## src/rtl/shift_sched.sv

```systemverilog
// shift_sched: two requesters share one serial logical right shifter.
// Each shift job is granted round-robin and shifts one bit per cycle.
// The result is then held until the consumer accepts it.
module shift_sched #(
   parameter int W    = 8,
   parameter int AMTW = 3
) (
   input  logic            clk,
   input  logic            rst_n,
   input  logic            req0_valid,
   input  logic [W-1:0]    req0_data,
   input  logic [AMTW-1:0] req0_amt,
   output logic            req0_ready,
   input  logic            req1_valid,
   input  logic [W-1:0]    req1_data,
   input  logic [AMTW-1:0] req1_amt,
   output logic            req1_ready,
   output logic            rsp_valid,
   output logic [W-1:0]    rsp_data,
   output logic            rsp_id,
   input  logic            rsp_ready,
   output logic            busy
);

   typedef enum logic [1:0] {IDLE, SHIFT, DONE} state_t;

   state_t          r_state;
   state_t          w_next;
   logic [W-1:0]    r_data;
   logic [AMTW-1:0] r_cnt;
   logic            r_id;
   logic            r_last;
   logic            w_grant;
   logic            w_idle;
   logic            w_accept;
   logic [W-1:0]    w_sel_data;
   logic [AMTW-1:0] w_sel_amt;

   // Round-robin grant and combinational ready, only offered while idle
   always_comb begin
      w_grant = 1'b0;
      if (req0_valid && req1_valid) begin
         w_grant = ~r_last;
      end else if (req1_valid) begin
         w_grant = 1'b1;
      end
      w_idle     = (r_state == IDLE);
      req0_ready = w_idle & req0_valid & ~w_grant;
      req1_ready = w_idle & req1_valid & w_grant;
      w_accept   = req0_ready | req1_ready;
      w_sel_data = w_grant ? req1_data : req0_data;
      w_sel_amt  = w_grant ? req1_amt  : req0_amt;
   end

   // Next-state decode for the IDLE -> SHIFT -> DONE job sequence
   always_comb begin
      w_next = r_state;
      case (r_state)
         IDLE: begin
            if (w_accept) begin
               w_next = (w_sel_amt == '0) ? DONE : SHIFT;
            end
         end
         SHIFT: begin
            if (r_cnt == AMTW'(1)) begin
               w_next = DONE;
            end
         end
         DONE: begin
            if (rsp_ready) begin
               w_next = IDLE;
            end
         end
         default: w_next = IDLE;
      endcase
   end

   // State register
   always_ff @(posedge clk or negedge rst_n) begin
      if (!rst_n) begin
         r_state <= IDLE;
      end else begin
         r_state <= w_next;
      end
   end

   // Shared datapath: capture on accept, shift per SHIFT cycle, retire grant on handshake
   always_ff @(posedge clk or negedge rst_n) begin
      if (!rst_n) begin
         r_data <= '0;
         r_cnt  <= '0;
         r_id   <= 1'b0;
         r_last <= 1'b1;
      end else begin
         case (r_state)
            IDLE: begin
               if (w_accept) begin
                  r_data <= w_sel_data;
                  r_cnt  <= w_sel_amt;
                  r_id   <= w_grant;
               end
            end
            SHIFT: begin
               r_data <= {1'b0, r_data[W-1:1]};
               r_cnt  <= r_cnt - AMTW'(1);
            end
            DONE: begin
               if (rsp_ready) begin
                  r_last <= r_id;
               end
            end
            default: ;
         endcase
      end
   end

   // Response outputs are forced to zero outside DONE
   always_comb begin
      rsp_valid = (r_state == DONE);
      rsp_data  = rsp_valid ? r_data : '0;
      rsp_id    = rsp_valid & r_id;
      busy      = (r_state != IDLE);
   end

endmodule

```

## config.mk

```make
export PLATFORM = sky130hd
export DESIGN_NAME = shift_sched
export DESIGN_NICKNAME = d
export VERILOG_FILES = /design/src/rtl/shift_sched.sv
export SDC_FILE = /design/constraint.sdc
export NUM_CORES = 1
export LEC_CHECK = 0
export ABC_AREA = 1
export ABC_CLOCK_PERIOD_IN_PS = 1550
export CAP_MARGIN = 10
export CORE_MARGIN = 8
export CORE_UTILIZATION = 44
export CTS_BUF_LIST = sky130_fd_sc_hd__clkbuf_8
export DETAILED_ROUTE_END_ITERATION = 12
export PLACE_DENSITY_LB_ADDON = 0.3
export SYNTH_ARGS = -nofsm -noshare
export SYNTH_HDL_FRONTEND = slang
export SYNTH_SLANG_ARGS = --single-unit
```

## constraint.sdc

```tcl
create_clock -name clk -period 1.55 [get_ports clk]
set_clock_uncertainty 0.15 [all_clocks]
set_input_delay 0.2325 -clock clk [delete_from_list [all_inputs] [get_ports clk]]
set_output_delay 0.2325 -clock clk [all_outputs]
set_load 0.02 [all_outputs]
```

==> flow_summary.toml, run 1 <==
[detailed_routing]
wl_per_cell_um = 13.8
first_pass_iters = 4
wirelength_mm = 3.28
vias_per_cell = 4.92
drc = 0
ant_nets = 0
drt_iter0_drc = 52
vias = 1166

[power]
pwr-share-seq_pct = 23.9
sw_frac_of_total_pct = 44.4
power.share.combinational_pct = 65.6
finalPower_w = 0.00298
p_switching_w = 0.00132
p_int_w = 0.00165
clkPwrFrac_pct = 10.6
ir_drop_v = 0.00137
powerDensity_nw_per_um2 = 1770
leakagePower_nw = 0.856

[worst_setup_path]
crit_fanout = 4
cp.arrival_ns = 1.26
path_cells = "clkdlybuf4s50_1 > nand2_2 > nand2_4 > inv_2 > nor3_2 > buf_4"
end_kind = "primary output"
start_kind = "input pin"
slowest_delay_ns = 0.53
critical_path_class = "in -> out"
worst_path_max_delay_cell = "clkdlybuf4s50_1"
cp.required_ns = 1.17

[clock_network]
cts_tree = "yes"
clockRootBuffer = "clkbuf_8"
worstSkewPairLatency_ns = 0.24
clk_pin_slew_ns = 0.06
holdBufCountCts = 0
cts_setup_buffers = 0
cts_made_buffers = 3
h-tree-depth = 1
cts_max_path_buffers = 2
clkSinkCount = 15

[global_route]
grt_max_degree = 20
track_usage_pct = 15.6
grt_pass1_wl_mm = 5.29
grt_pass1_vias = 1228
grt_overflow = 0
grt_antenna_before_repair = 0

[sta]
layout_min_cycle_time_ns = 1.64
finalSetupViolations = 21
worst_pin_slew_ns = 0.214
hold_violations = 0
slew_violations = 0
setup_ws_ns = -0.0926
worst_slew_margin_rel_pct = 85.7
grt_setup_unrepaired = "true"
clock.fmax_ghz = 0.609
fin_setup_tns_ns = -0.560
period_share_pct = 106

[yosys]
synth_cell_type_count = 22
synth_area_um2 = 1000
synth_nets = 179
avgSynthCellArea_um2 = 6.67
ys_seq_area_share_pct = 37.6
syn_inst = 150
ys_warn_count = 0
ys_ff_latch = 15

[flow_run]
drv_cap = 0

[floorplan]
die_area_um2 = 4060
core_area_um2 = 2190
die_y_um = 63.7
ios = 40
start_util_pct = 45.7
die_x_um = 63.7
row_count = 17

[status]
violations = "negative setup slack"
status = "complete, but fails checks"

[hold_path]
hold_path.class = "in -> async"

[placed_design]
gp_congestion = 0.797
dp_hpwl_mm = 2.38
dpl.cell_count = 232
dp_slack_ns = -0.553
port_buffers = 39

[cells_and_area]
utilization_pct = 76.6
syn2layout_area_growth_pct = 67.6
nets = 239
drive_gt1_share_pct = 27.3
layout.cells.non_filler = 237
layout_commonest_cell = "nand2_1"
final_cell_mix = "45 x nand2_1, 26 x clkdlybuf4s50_1, 24 x buf_4"
n_antenna_cell = 0
sequential cells by signal, summed over array words and instances (netlist names):
signal   count
r_data       8
r_cnt        3
r_state      2
r_id         1
r_last       1
layout make-up:
class,instances,area [um2]
timing repair buffer,59,564
inverter,26,103
multi-input combinational,105,553
fill,155,513
tap,28,35.0
clock buffer,3,41.3
clock inverter,1,3.75
sequential,15,378
what timing repair did:
item / in CTS / in global routing
resized for setup: 66 / 27
cloned: 0 / 1
pin swaps: 0 / 4
hold endpoints to repair: 0 / 0
endpoints found under the setup margin: 14 / 24
metal layers:
layer / track usage, % / wire length (um)
met5: 0 / 0
met4: 4.18 / 22
met3: 4.06 / 176
met2: 29.7 / 1790
met1: 16.3 / 1290
synthesized netlist by cell type:
library cell  count  area (um2)
buf_4             1        7.51
nand2_1          46         173
o31ai_1           1        7.51
o22ai_1           1        6.26
nand3b_1          1        7.51
inv_2             2        7.51
nand2_4           1        11.3
buf_6             1        11.3
a31oi_4           1        21.3
a21oi_1           2        10.0
nand2_2           1        6.26
nor2_1           13        48.8
buf_2             2        10.0
inv_1            24        90.1
nand3_1          19        95.1
o21ai_1           3        15.0
ha_1              2        25.0
nor3_1            1        5.00
dfrtp_1          14         350
o21ai_0          12        60.1
dfstp_2           1        26.3
nor2_2            1        6.26
cell families after synthesis:
family / Yosys count / share of synthesized area, %
AO/OA/AOI/OAI: 20 / 12.0
adder cells (fa/ha/maj): 2 / 2.50
buffers and inverters: 30 / 12.6
flip-flops: 15 / 37.6
AND/OR/NAND/NOR: 83 / 35.3
worst max-delay path, delay by kind of cell:
kind | cells | cell delay (ns)
buf+inv | 3 | 0.74
simple gates | 3 | 0.29
power groups by stage:
stage	Sequential (W)	Clock [W]	Combinational, W
2_1_floorplan	0.000684	0	0.00101
3_3_place_gp	0.000685	0	0.00168
3_5_place_dp	0.000693	0	0.00174
4_1_cts	0.000694	0.000316	0.00172
5_1_grt	0.000724	0.000334	0.00215
6_report	0.000710	0.000314	0.00195
path summary, 6_finish.rpt:
kind | startpoint | end | slack, ns | depth (start not counted)
min in group clk | r_last | r_last | 0.36 | 2
worst max-delay path | req0_valid | req0_ready | -0.09 | 6
worst min register to register | r_last | r_last | 0.36 | 2
max in group asynchronous | rst_n | r_last | 0.85 | 2
worst max register to register | r_last | r_data[2] | 0.01 | 7
worst min-delay path | rst_n | r_data[2] | 0.15 | 2
stage by stage:
stage | hold slack, ns | cell area (um2)
finish | 0.155 | 1680
CTS | 0.162 | 1570
detailed placement | 0.348 | 1560
global placement | 0.330 | 1560
floorplan | -0.213 | 1010
global route | 0.172 | 1680
Note: power is estimated with default switching activity, not from simulation.
==> run 2, diff against run 1 <==
- RECOVER_POWER: unset -> 25
==> run 2 against run 1 <==
  * The run still ends with negative setup slack left
  * Global-route usage stayed put
  * Sequential power is essentially flat
  * Sequential share of layout area is 0.050 points higher
  * Count of clock-buffer cells in the layout did not move
  * Die area did not move
  * Clock power hardly changed
  * Power hardly changed
  * Combinational power about the same
  * Non-clock buffer count did not move
  * Register-to-register slack hardly changed
  * Largest cell class unchanged
==> flow_summary.toml, run 2 (synthesis gave the netlist of run 1 again) <==
[worst_setup_path]
r2r_slack_ns = 0.01
reg2reg_from = "r_last"
worst_r2r_path_depth = 7
critical_path_class = "in -> out"
cp-endpoint = "req0_ready"
cp.required_ns = 1.17
end_kind = "primary output"
start_kind = "input pin"
cp-startpoint = "req0_valid"
rr_endpoint = "r_data[2]"
cp.arrival_ns = 1.26
crit_fanout = 4

[sta]
period_share_pct = 106
clock.fmax_ghz = 0.609
setup_ws_ns = -0.0926
worst_pin_slew_ns = 0.875
grt_setup_unrepaired = "true"
slew_violations = 0
hold_violations = 0
layout_min_cycle_time_ns = 1.64
worst_slew_margin_rel_pct = 41.7
finalSetupViolations = 21

[clock_network]
cts_setup_buffers = 0
h-tree-depth = 1
clk_pin_slew_ns = 0.06
cts_max_path_buffers = 2
worstSkewPairLatency_ns = 0.24
holdBufCountCts = 0
clkSinkCount = 15
cts_made_buffers = 3
cts_tree = "yes"
clockRootBuffer = "clkbuf_8"

[cells_and_area]
regMostFlops = "r_data"
finalInstanceArea_um2 = 1670
fill_cells = 155
syn2layout_area_growth_pct = 67.3
n_antenna_cell = 0
largestRegisters = "r_data: 8 flops, r_cnt: 3 flops, r_state: 2 flops"
nets = 239
final_cell_mix = "45 x nand2_1, 25 x clkdlybuf4s50_1, 23 x buf_4"
layout_commonest_cell = "nand2_1"
largest_register_ffs = 8
drive_gt1_share_pct = 26.8

[detailed_routing]
drt_iter0_drc = 52
wl_per_cell_um = 13.8
drc = 0
ant_nets = 0
vias = 1166
first_pass_iters = 4
vias_per_cell = 4.92
wirelength_mm = 3.28

[flow_run]
drv_cap = 0

[global_route]
grt_max_degree = 20
track_usage_pct = 15.6
grt_pass1_wl_mm = 5.29
grt_overflow = 0
grt_antenna_before_repair = 0
grt_pass1_vias = 1228

[placed_design]
dp_slack_ns = -0.553
gp_congestion = 0.797
placed_cell_area_um2 = 1560
dp_hpwl_mm = 2.38
port_buffers = 39

[floorplan]
die_x_um = 63.7
start_util_pct = 45.7
ios = 40
die_area_um2 = 4060
die_y_um = 63.7
row_count = 17
core_area_um2 = 2190

[power]
leakagePower_nw = 0.853
powerDensity_nw_per_um2 = 1780
ir_drop_v = 0.00137

[hold_path]
hold_start = "r_last"
hold_path.class = "reg -> reg"

[status]
status = "complete, but fails checks"
violations = "negative setup slack"
-- run 2: cell count changes in the layout (fill, tap and decap cells not counted), sizes merged --
cell	before	now
clkdlybuf4s50	26	25
buf	32	31
dlygate4sd3	0	1
clkbuf	4	5
-- run 2: final cells by class --
| cell class | instances | area [um2] | area share, % |
|---|---|---|---|
| repair buffers | 59 | 561 | 33.5 |
| multi-input cells | 105 | 553 | 33.0 |
| flip-flops and latches | 15 | 378 | 22.6 |
| inverters | 26 | 103 | 6.13 |
| clock buffers | 3 | 41.3 | 2.47 |
| well taps | 28 | 35.0 | 2.09 |
| clock inverters | 1 | 3.75 | 0.224 |
-- run 2: metrics by stage --
| step | std cells | hold slack (ns) | TNS, ns | util, % | power (W) |
|---|---|---|---|---|---|
| 5_1_grt | 237 | 0.378 | -2.12 | 76.4 | 0.00320 |
| 2_1_floorplan | 150 | -0.213 | 0 | - | 0.00169 |
| 4_1_cts | 236 | 0.162 | -0.161 | 71.7 | 0.00272 |
| 3_3_place_gp | 232 | 0.330 | -5.15 | 71.1 | 0.00236 |
| 3_5_place_dp | 232 | 0.348 | -5.77 | 71.1 | 0.00243 |
| 6_report | 237 | 0.359 | -0.560 | 76.4 | 0.00297 |
-- run 2: repair_timing --
| action | CTS | global route |
|---|---|---|
| cloned | 0 | 1 |
| setup endpoints to repair | 14 | 24 |
| gates resized for setup | 66 | 27 |
| pin swaps | 0 | 4 |
-- run 2: power by group --
group / switching (W) / leakage (nW) / internal, W
registers: 0.000102 / 0.178 / 0.000608
logic: 0.00108 / 0.648 / 0.000868
clock network: 0.000139 / 0.0269 / 0.000175
-- run 2: layer usage --
layer,wire length [um],share of wire [%],up-vias,track usage (%)
li1,-,-,586,-
met1,1290,39,546,16.3
met2,1790,55,30,29.7
met3,176,5.4,4,4.06
met4,22,0.67,0,4.18
met5,0,0,-,0
-- run 2: worst min-delay path by stage --
| stage | end | cells past startpoint |
|---|---|---|
| 6_report | r_last | 2 |
| 5_1_grt | r_data[7] | 2 |
| 4_1_cts | r_data[3] | 2 |
| 3_5_place_dp | r_cnt[0] | 2 |
| 3_3_place_gp | r_data[7] | 2 |
| 2_1_floorplan | r_cnt[0] | 0 |
-- run 2: worst max-delay path, stage by stage --
cell,delay [ns]
clkdlybuf4s50_1,0.53
nand2_2,0.09
nand2_4,0.09
inv_2,0.05
nor3_2,0.11
buf_4,0.16
